[src/rtl/sram_arb_2p_pkg.sv]
// Shared types and constants for the two-port SRAM access controller.
// Holds width defaults, priority-mode ids, port ids and the read-return tag.
package sram_arb_pkg;

    localparam int AW_DEF = 13;
    localparam int DW_DEF = 8;

    localparam int PRIO_RR    = 0;
    localparam int PRIO_FIXED = 1;

    localparam logic P0 = 1'b0;
    localparam logic P1 = 1'b1;

    // Travels alongside each access; only reads carry valid=1.
    typedef struct packed {
        logic valid;
        logic port;
    } rd_tag_t;

endpackage

[src/rtl/sram_arb_2p_if.sv]
// Requester-side bus of the SRAM access controller.
// master: req/we/addr/wdata out, gnt/rvalid/rdata in; slave is the mirror.
interface sram_arb_2p_if
    import sram_arb_pkg::*;
#(
    parameter int AW = AW_DEF,
    parameter int DW = DW_DEF
);

    logic          req;
    logic          we;
    logic [AW-1:0] addr;
    logic [DW-1:0] wdata;
    logic          gnt;
    logic          rvalid;
    logic [DW-1:0] rdata;

    modport master (
        output req, we, addr, wdata,
        input  gnt, rvalid, rdata
    );

    modport slave (
        input  req, we, addr, wdata,
        output gnt, rvalid, rdata
    );

endinterface

[src/rtl/sram_arb_2p_sel.sv]
// Grant selection for the two requesters: round-robin or fixed priority.
// Ports: clk, rst, req0_i/req1_i in; gnt0_o/gnt1_o combinational grants out.
module sram_arb_2p_sel
    import sram_arb_pkg::*;
#(
    parameter int PRIO_MODE    = PRIO_RR,
    parameter int STARVE_LIMIT = 8
) (
    input  logic clk,
    input  logic rst,
    input  logic req0_i,
    input  logic req1_i,
    output logic gnt0_o,
    output logic gnt1_o
);

    logic       last_q;
    logic       last_d;
    logic [7:0] cnt_q;
    logic [7:0] cnt_d;
    logic       pick1;

    // pick1 only matters when both ports request: it says m1 wins the tie.
    always_comb begin
        if (PRIO_MODE == PRIO_FIXED) begin
            pick1 = (cnt_q == 8'(STARVE_LIMIT));
        end else begin
            pick1 = (last_q == P0);
        end
        gnt1_o = ~rst & req1_i & (~req0_i | pick1);
        gnt0_o = ~rst & req0_i & ~gnt1_o;
    end

    always_comb begin
        last_d = last_q;
        if (gnt0_o) begin
            last_d = P0;
        end
        if (gnt1_o) begin
            last_d = P1;
        end
        // The force grant fires at the limit, so the count never passes it.
        cnt_d = 8'd0;
        if (PRIO_MODE == PRIO_FIXED && req1_i && !gnt1_o) begin
            cnt_d = cnt_q + 8'd1;
        end
    end

    always_ff @(posedge clk) begin
        if (rst) begin
            last_q <= P1;
            cnt_q  <= 8'd0;
        end else begin
            last_q <= last_d;
            cnt_q  <= cnt_d;
        end
    end

endmodule

[src/rtl/sram_arb_2p.sv]
// Shares one single-port SRAM macro between two requesters, one access/cycle.
// Ports: clk, rst, m0/m1 requester buses, registered sram_* pins, sram_q in.
module sram_arb_2p
    import sram_arb_pkg::*;
#(
    parameter int AW           = AW_DEF,
    parameter int DW           = DW_DEF,
    parameter int PRIO_MODE    = PRIO_RR,
    parameter int STARVE_LIMIT = 8
) (
    input  logic          clk,
    input  logic          rst,
    sram_arb_2p_if.slave  m0,
    sram_arb_2p_if.slave  m1,
    output logic          sram_cen,
    output logic          sram_wen,
    output logic          sram_oen,
    output logic [AW-1:0] sram_a,
    output logic [DW-1:0] sram_d,
    input  logic [DW-1:0] sram_q
);

    logic          g0;
    logic          g1;
    logic          acc;
    logic          we_s;
    logic [AW-1:0] addr_s;
    logic [DW-1:0] wdata_s;

    logic          cen_q, cen_d;
    logic          wen_q, wen_d;
    logic          oen_q;
    logic [AW-1:0] a_q, a_d;
    logic [DW-1:0] d_q, d_d;

    rd_tag_t       tag1_q, tag1_d;
    rd_tag_t       tag2_q;

    logic          rv0_q, rv0_d;
    logic          rv1_q, rv1_d;
    logic [DW-1:0] rd0_q, rd0_d;
    logic [DW-1:0] rd1_q, rd1_d;

    sram_arb_2p_sel #(
        .PRIO_MODE    (PRIO_MODE),
        .STARVE_LIMIT (STARVE_LIMIT)
    ) u_sel (
        .clk    (clk),
        .rst    (rst),
        .req0_i (m0.req),
        .req1_i (m1.req),
        .gnt0_o (g0),
        .gnt1_o (g1)
    );

    assign m0.gnt    = g0;
    assign m1.gnt    = g1;
    assign m0.rvalid = rv0_q;
    assign m1.rvalid = rv1_q;
    assign m0.rdata  = rd0_q;
    assign m1.rdata  = rd1_q;

    assign acc     = g0 | g1;
    assign we_s    = g1 ? m1.we    : m0.we;
    assign addr_s  = g1 ? m1.addr  : m0.addr;
    assign wdata_s = g1 ? m1.wdata : m0.wdata;

    always_comb begin
        cen_d  = 1'b1;
        wen_d  = 1'b1;
        a_d    = a_q;
        d_d    = d_q;
        tag1_d = '0;
        if (acc) begin
            cen_d = 1'b0;
            wen_d = ~we_s;
            a_d   = addr_s;
            if (we_s) begin
                d_d = wdata_s;
            end
            tag1_d.valid = ~we_s;
            tag1_d.port  = g1 ? P1 : P0;
        end
        // The macro samples one edge after issue; Q is captured one edge later.
        rv0_d = tag2_q.valid & (tag2_q.port == P0);
        rv1_d = tag2_q.valid & (tag2_q.port == P1);
        rd0_d = rv0_d ? sram_q : rd0_q;
        rd1_d = rv1_d ? sram_q : rd1_q;
    end

    always_ff @(posedge clk) begin
        if (rst) begin
            cen_q  <= 1'b1;
            wen_q  <= 1'b1;
            oen_q  <= 1'b1;
            a_q    <= '0;
            d_q    <= '0;
            tag1_q <= '0;
            tag2_q <= '0;
            rv0_q  <= 1'b0;
            rv1_q  <= 1'b0;
            rd0_q  <= '0;
            rd1_q  <= '0;
        end else begin
            cen_q  <= cen_d;
            wen_q  <= wen_d;
            oen_q  <= 1'b0;
            a_q    <= a_d;
            d_q    <= d_d;
            tag1_q <= tag1_d;
            tag2_q <= tag1_q;
            rv0_q  <= rv0_d;
            rv1_q  <= rv1_d;
            rd0_q  <= rd0_d;
            rd1_q  <= rd1_d;
        end
    end

    assign sram_cen = cen_q;
    assign sram_wen = wen_q;
    assign sram_oen = oen_q;
    assign sram_a   = a_q;
    assign sram_d   = d_q;

endmodule
[src/flat_wrapper.sv]
// flat-port wrapper written by rule: the top's interface ports become plain ports
module sram_arb_2p_flat import sram_arb_pkg::*;
#(
    parameter int AW           = AW_DEF,
    parameter int DW           = DW_DEF,
    parameter int PRIO_MODE    = PRIO_RR,
    parameter int STARVE_LIMIT = 8
)
  (clk, rst, sram_cen, sram_wen, sram_oen, sram_a, sram_d, sram_q, m0_req, m0_we, m0_addr, m0_wdata, m0_gnt, m0_rvalid, m0_rdata, m1_req, m1_we, m1_addr, m1_wdata, m1_gnt, m1_rvalid, m1_rdata);
  sram_arb_2p_if #(.AW(AW), .DW(DW)) m0_i ();
  sram_arb_2p_if #(.AW(AW), .DW(DW)) m1_i ();
  input  logic clk;
  input  logic rst;
  output logic sram_cen;
  output logic sram_wen;
  output logic sram_oen;
  output logic [AW-1:0] sram_a;
  output logic [DW-1:0] sram_d;
  input  logic [DW-1:0] sram_q;
  input wire logic [$bits(m0_i.req)-1:0] m0_req;
  input wire logic [$bits(m0_i.we)-1:0] m0_we;
  input wire logic [$bits(m0_i.addr)-1:0] m0_addr;
  input wire logic [$bits(m0_i.wdata)-1:0] m0_wdata;
  output wire logic [$bits(m0_i.gnt)-1:0] m0_gnt;
  output wire logic [$bits(m0_i.rvalid)-1:0] m0_rvalid;
  output wire logic [$bits(m0_i.rdata)-1:0] m0_rdata;
  input wire logic [$bits(m1_i.req)-1:0] m1_req;
  input wire logic [$bits(m1_i.we)-1:0] m1_we;
  input wire logic [$bits(m1_i.addr)-1:0] m1_addr;
  input wire logic [$bits(m1_i.wdata)-1:0] m1_wdata;
  output wire logic [$bits(m1_i.gnt)-1:0] m1_gnt;
  output wire logic [$bits(m1_i.rvalid)-1:0] m1_rvalid;
  output wire logic [$bits(m1_i.rdata)-1:0] m1_rdata;
  assign m0_i.req = m0_req;
  assign m0_i.we = m0_we;
  assign m0_i.addr = m0_addr;
  assign m0_i.wdata = m0_wdata;
  assign m0_gnt = m0_i.gnt;
  assign m0_rvalid = m0_i.rvalid;
  assign m0_rdata = m0_i.rdata;
  assign m1_i.req = m1_req;
  assign m1_i.we = m1_we;
  assign m1_i.addr = m1_addr;
  assign m1_i.wdata = m1_wdata;
  assign m1_gnt = m1_i.gnt;
  assign m1_rvalid = m1_i.rvalid;
  assign m1_rdata = m1_i.rdata;
  sram_arb_2p #(.AW(AW), .DW(DW), .PRIO_MODE(PRIO_MODE), .STARVE_LIMIT(STARVE_LIMIT)) u_core (.clk(clk), .rst(rst), .m0(m0_i), .m1(m1_i), .sram_cen(sram_cen), .sram_wen(sram_wen), .sram_oen(sram_oen), .sram_a(sram_a), .sram_d(sram_d), .sram_q(sram_q));
endmodule
[config.mk]
export PLATFORM = sky130hd
export DESIGN_NAME = sram_arb_2p_flat
export DESIGN_NICKNAME = d
export VERILOG_FILES = /design/src/rtl/sram_arb_2p_pkg.sv /design/src/rtl/sram_arb_2p_if.sv /design/src/rtl/sram_arb_2p_sel.sv /design/src/rtl/sram_arb_2p.sv /design/src/flat_wrapper.sv
export SDC_FILE = /design/constraint.sdc
export NUM_CORES = 1
export LEC_CHECK = 0
export CORE_AREA = 2 2 63 79
export CTS_CLUSTER_DIAMETER = 120
export CTS_CLUSTER_SIZE = 20
export DETAILED_ROUTE_END_ITERATION = 16
export DIE_AREA = 0 0 65 81
export GPL_TIMING_DRIVEN = 0
export PLACE_DENSITY = 0.81
export SLEW_MARGIN = 20
export SYNTH_ARGS = -nofsm -noshare
export SYNTH_HDL_FRONTEND = slang
export SYNTH_SLANG_ARGS = --single-unit
[constraint.sdc]
create_clock -name clk -period 2.6 [get_ports clk]
set_clock_uncertainty 0.05 [all_clocks]
set_input_delay 0.39 -clock clk [delete_from_list [all_inputs] [get_ports clk]]
set_output_delay 0.39 -clock clk [all_outputs]
set_load 0.005 [all_outputs]
==> metrics.csv <==
metric,value,unit
status,finished clean,
final std cells w/o fill,352,
row count,28,
initial DRC count,106,
Hold Path Class,register to register,
synth top area cells,"dfxtp_1 (54%), mux2i_1 (12%), nand2_1 (8.4%)",
relative slew slack,0.6036,
vias per cell,4.710,
routability congestion estimate from global placement,0.7318,
post-route minimum period,2542,ps
gr ovfl total,0,
dpl hpwl,3438,µm
vias in the first global route,1661,
synthesized flop and latch total,47,
H-tree level count,2,
Yosys cell types,22,
most numerous cell in the Yosys netlist,dfxtp_1,
DRT Wirelength,4385,µm
vias after detailed routing,1658,
Core Area,4589,µm²
Total GRT Usage,0.1756,
Layout Nets,347,
ys flop type,dfxtp_1,
initial antenna violation count,0,
final hold violation count,0,
Post-Synthesis Cells,185,
Worst IR Drop VDD,0.3260,mV
fraction of registers with async set/reset,0,
max-cap violation count,0,
"top cells by count, synth","dfxtp_1 (47), nand2_1 (39), mux2i_1 (21)",
Die ar.,5265,µm²
largest net degree at the start of global routing,15,
cell count after placement,344,
"CTS clk-pin slew, worst paths",80,ps
syn avg cell area,9.448,µm²
clk buf depth,2,
wire per inst,12.46,µm
PortBufs,99,
Layout area overhead,68.86,%
worst hold margin,391.3,ps
Tcrit/Tclk final,0.9775,
Max Freq,393.5,MHz
clk root buf,clkbuf_8,
layout cells sized above 1,0.05479,
I/O pins,100,
crit path DAT,2100,ps
die width,65,µm
total CTS buffers,5,
warnings from Yosys,0,
Power Dens Cells,531.9,nW/µm²
crit path kind,input pin to output port,
critical path required time,2160,ps
"Setup violations, final",0,
dominant cell type by area after synthesis,dfxtp_1,
syn nets,241,
share of the synthesized area in the top cell type,0.5383,
Critical Path End Type,output port,
Slew @ Worst Pin,592.5,ps
Crit Path Max Fanout,10,
first-pass detailed-route iteration total,4,
Leakage,1.060,nW
"Slew Viols, Final",0,
residual DRC count,0,
Mapped Area,1748,µm²
number of antenna diodes,0,
die height,81,µm
"EDFF count, synth",0,
worst skew pair latency,290,ps
CTS tree,yes,
# clock sinks,47,
Worst setup SP type,input pin,
first-pass GRT wire length,7148,µm
sequential cell area fraction in the yosys report,0.5383,
# hold bufs at CTS,0,
Final ANT Viol Nets,0,
initial core utilization,0.3809,
-- state kept, by name (all words and copies together) (netlist names) --
register,flops
u_core.sram_oen,1
u_core.tag2_q,2
u_core.sram_cen,1
u_core.m1.rdata,8
u_core.u_sel.last_q,1
u_core.tag1_q,2
u_core.m1.rvalid,1
u_core.m0.rdata,8
u_core.sram_d,8
u_core.sram_wen,1
u_core.m0.rvalid,1
u_core.sram_a,13
-- placed cells by master (no fill, tap or decap), drive strengths merged, types with 7 or more instances in the layout --
cell type	synthesis	routed
nand2	39	39
o21ai	13	13
o2bb2ai	8	8
mux2i	21	21
nand3	8	8
a21oi	17	17
dfxtp	47	47
clkbuf	5	12
buf	8	7
clkdlybuf4s50	0	98
-- layer usage --
layer,track usage,up-vias,wire (µm)
met5,0,-,0
met4,0.04468,0,20
met3,0.1025,2,575
met2,0.3093,85,2108
met1,0.1768,731,1681
li1,-,840,-
-- worst paths after layout --
kind / cells after the start / slack, ps / from / end
worst max-delay path: 6 / 60 / m1_req / m1_gnt
worst min-delay path: 1 / 390 / u_core.tag1_q[1] / u_core.tag2_q[1]
worst max register to register: 4 / 1040 / u_core.u_sel.last_q / u_core.sram_d[2]
worst min register to register: 1 / 390 / u_core.tag1_q[1] / u_core.tag2_q[1]
-- cell type report --
cell class,count,area [µm²]
clock inverter,2,35.03
clock buffer,6,82.58
sequential,47,940.9
tap,60,75.07
buffer,13,80.08
fill,393,1638
timing repair buffer,99,993.5
multi-input combinational,124,740.7
inverter,1,3.754
-- what timing repair did --
item,CTS,global route
buffers inserted,0,0
setup endpoints to repair,0,2
gates resized for setup,0,5
-- worst max-delay path, stage by stage --
cell and delay (ps):
clkdlybuf4s50_1 530, a21boi_4 230, and2b_1 140, buf_4 150
buf_12 150, clkdlybuf4s50_1 510
-- through the flow --
step | util | power (W) | instance area, µm² | setup TNS [ps] | setup slack, ps
6_report | 0.6431 | 0.001570 | 2952 | 0 | 58.49
5_1_grt | 0.6431 | 0.001645 | 2952 | -5.724 | -5.724
4_1_cts | 0.6388 | 0.001584 | 2932 | 0 | 19.18
3_5_place_dp | 0.6131 | 0.001044 | 2814 | 0 | 22.81
3_3_place_gp | 0.6131 | 0.001040 | 2814 | 0 | 34.29
2_1_floorplan | - | 0.0008714 | 1748 | 0 | 1152
-- cell families (layout without fill, tap and decap cells) --
family,count (synthesis),in the layout,synth area share
and+or+nand+nor,61,61,0.1503
buffers and inverters,14,121,0.04223
muxes,22,22,0.1267
AOI/OAI and AO/OA,41,41,0.1424
DFF,47,47,0.5383
-- power by group --
group | switching (W) | leakage [nW] | total (W) | internal (W)
Clock | 0.000229 | 0.0612 | 0.000540 | 0.000311
Combinational | 0.0000875 | 0.614 | 0.000257 | 0.000169
Sequential | 0.0000173 | 0.385 | 0.000773 | 0.000756
Total | 0.000334 | 1.06 | 0.00157 | 0.00124
Note: power is estimated with default switching activity, not from simulation.
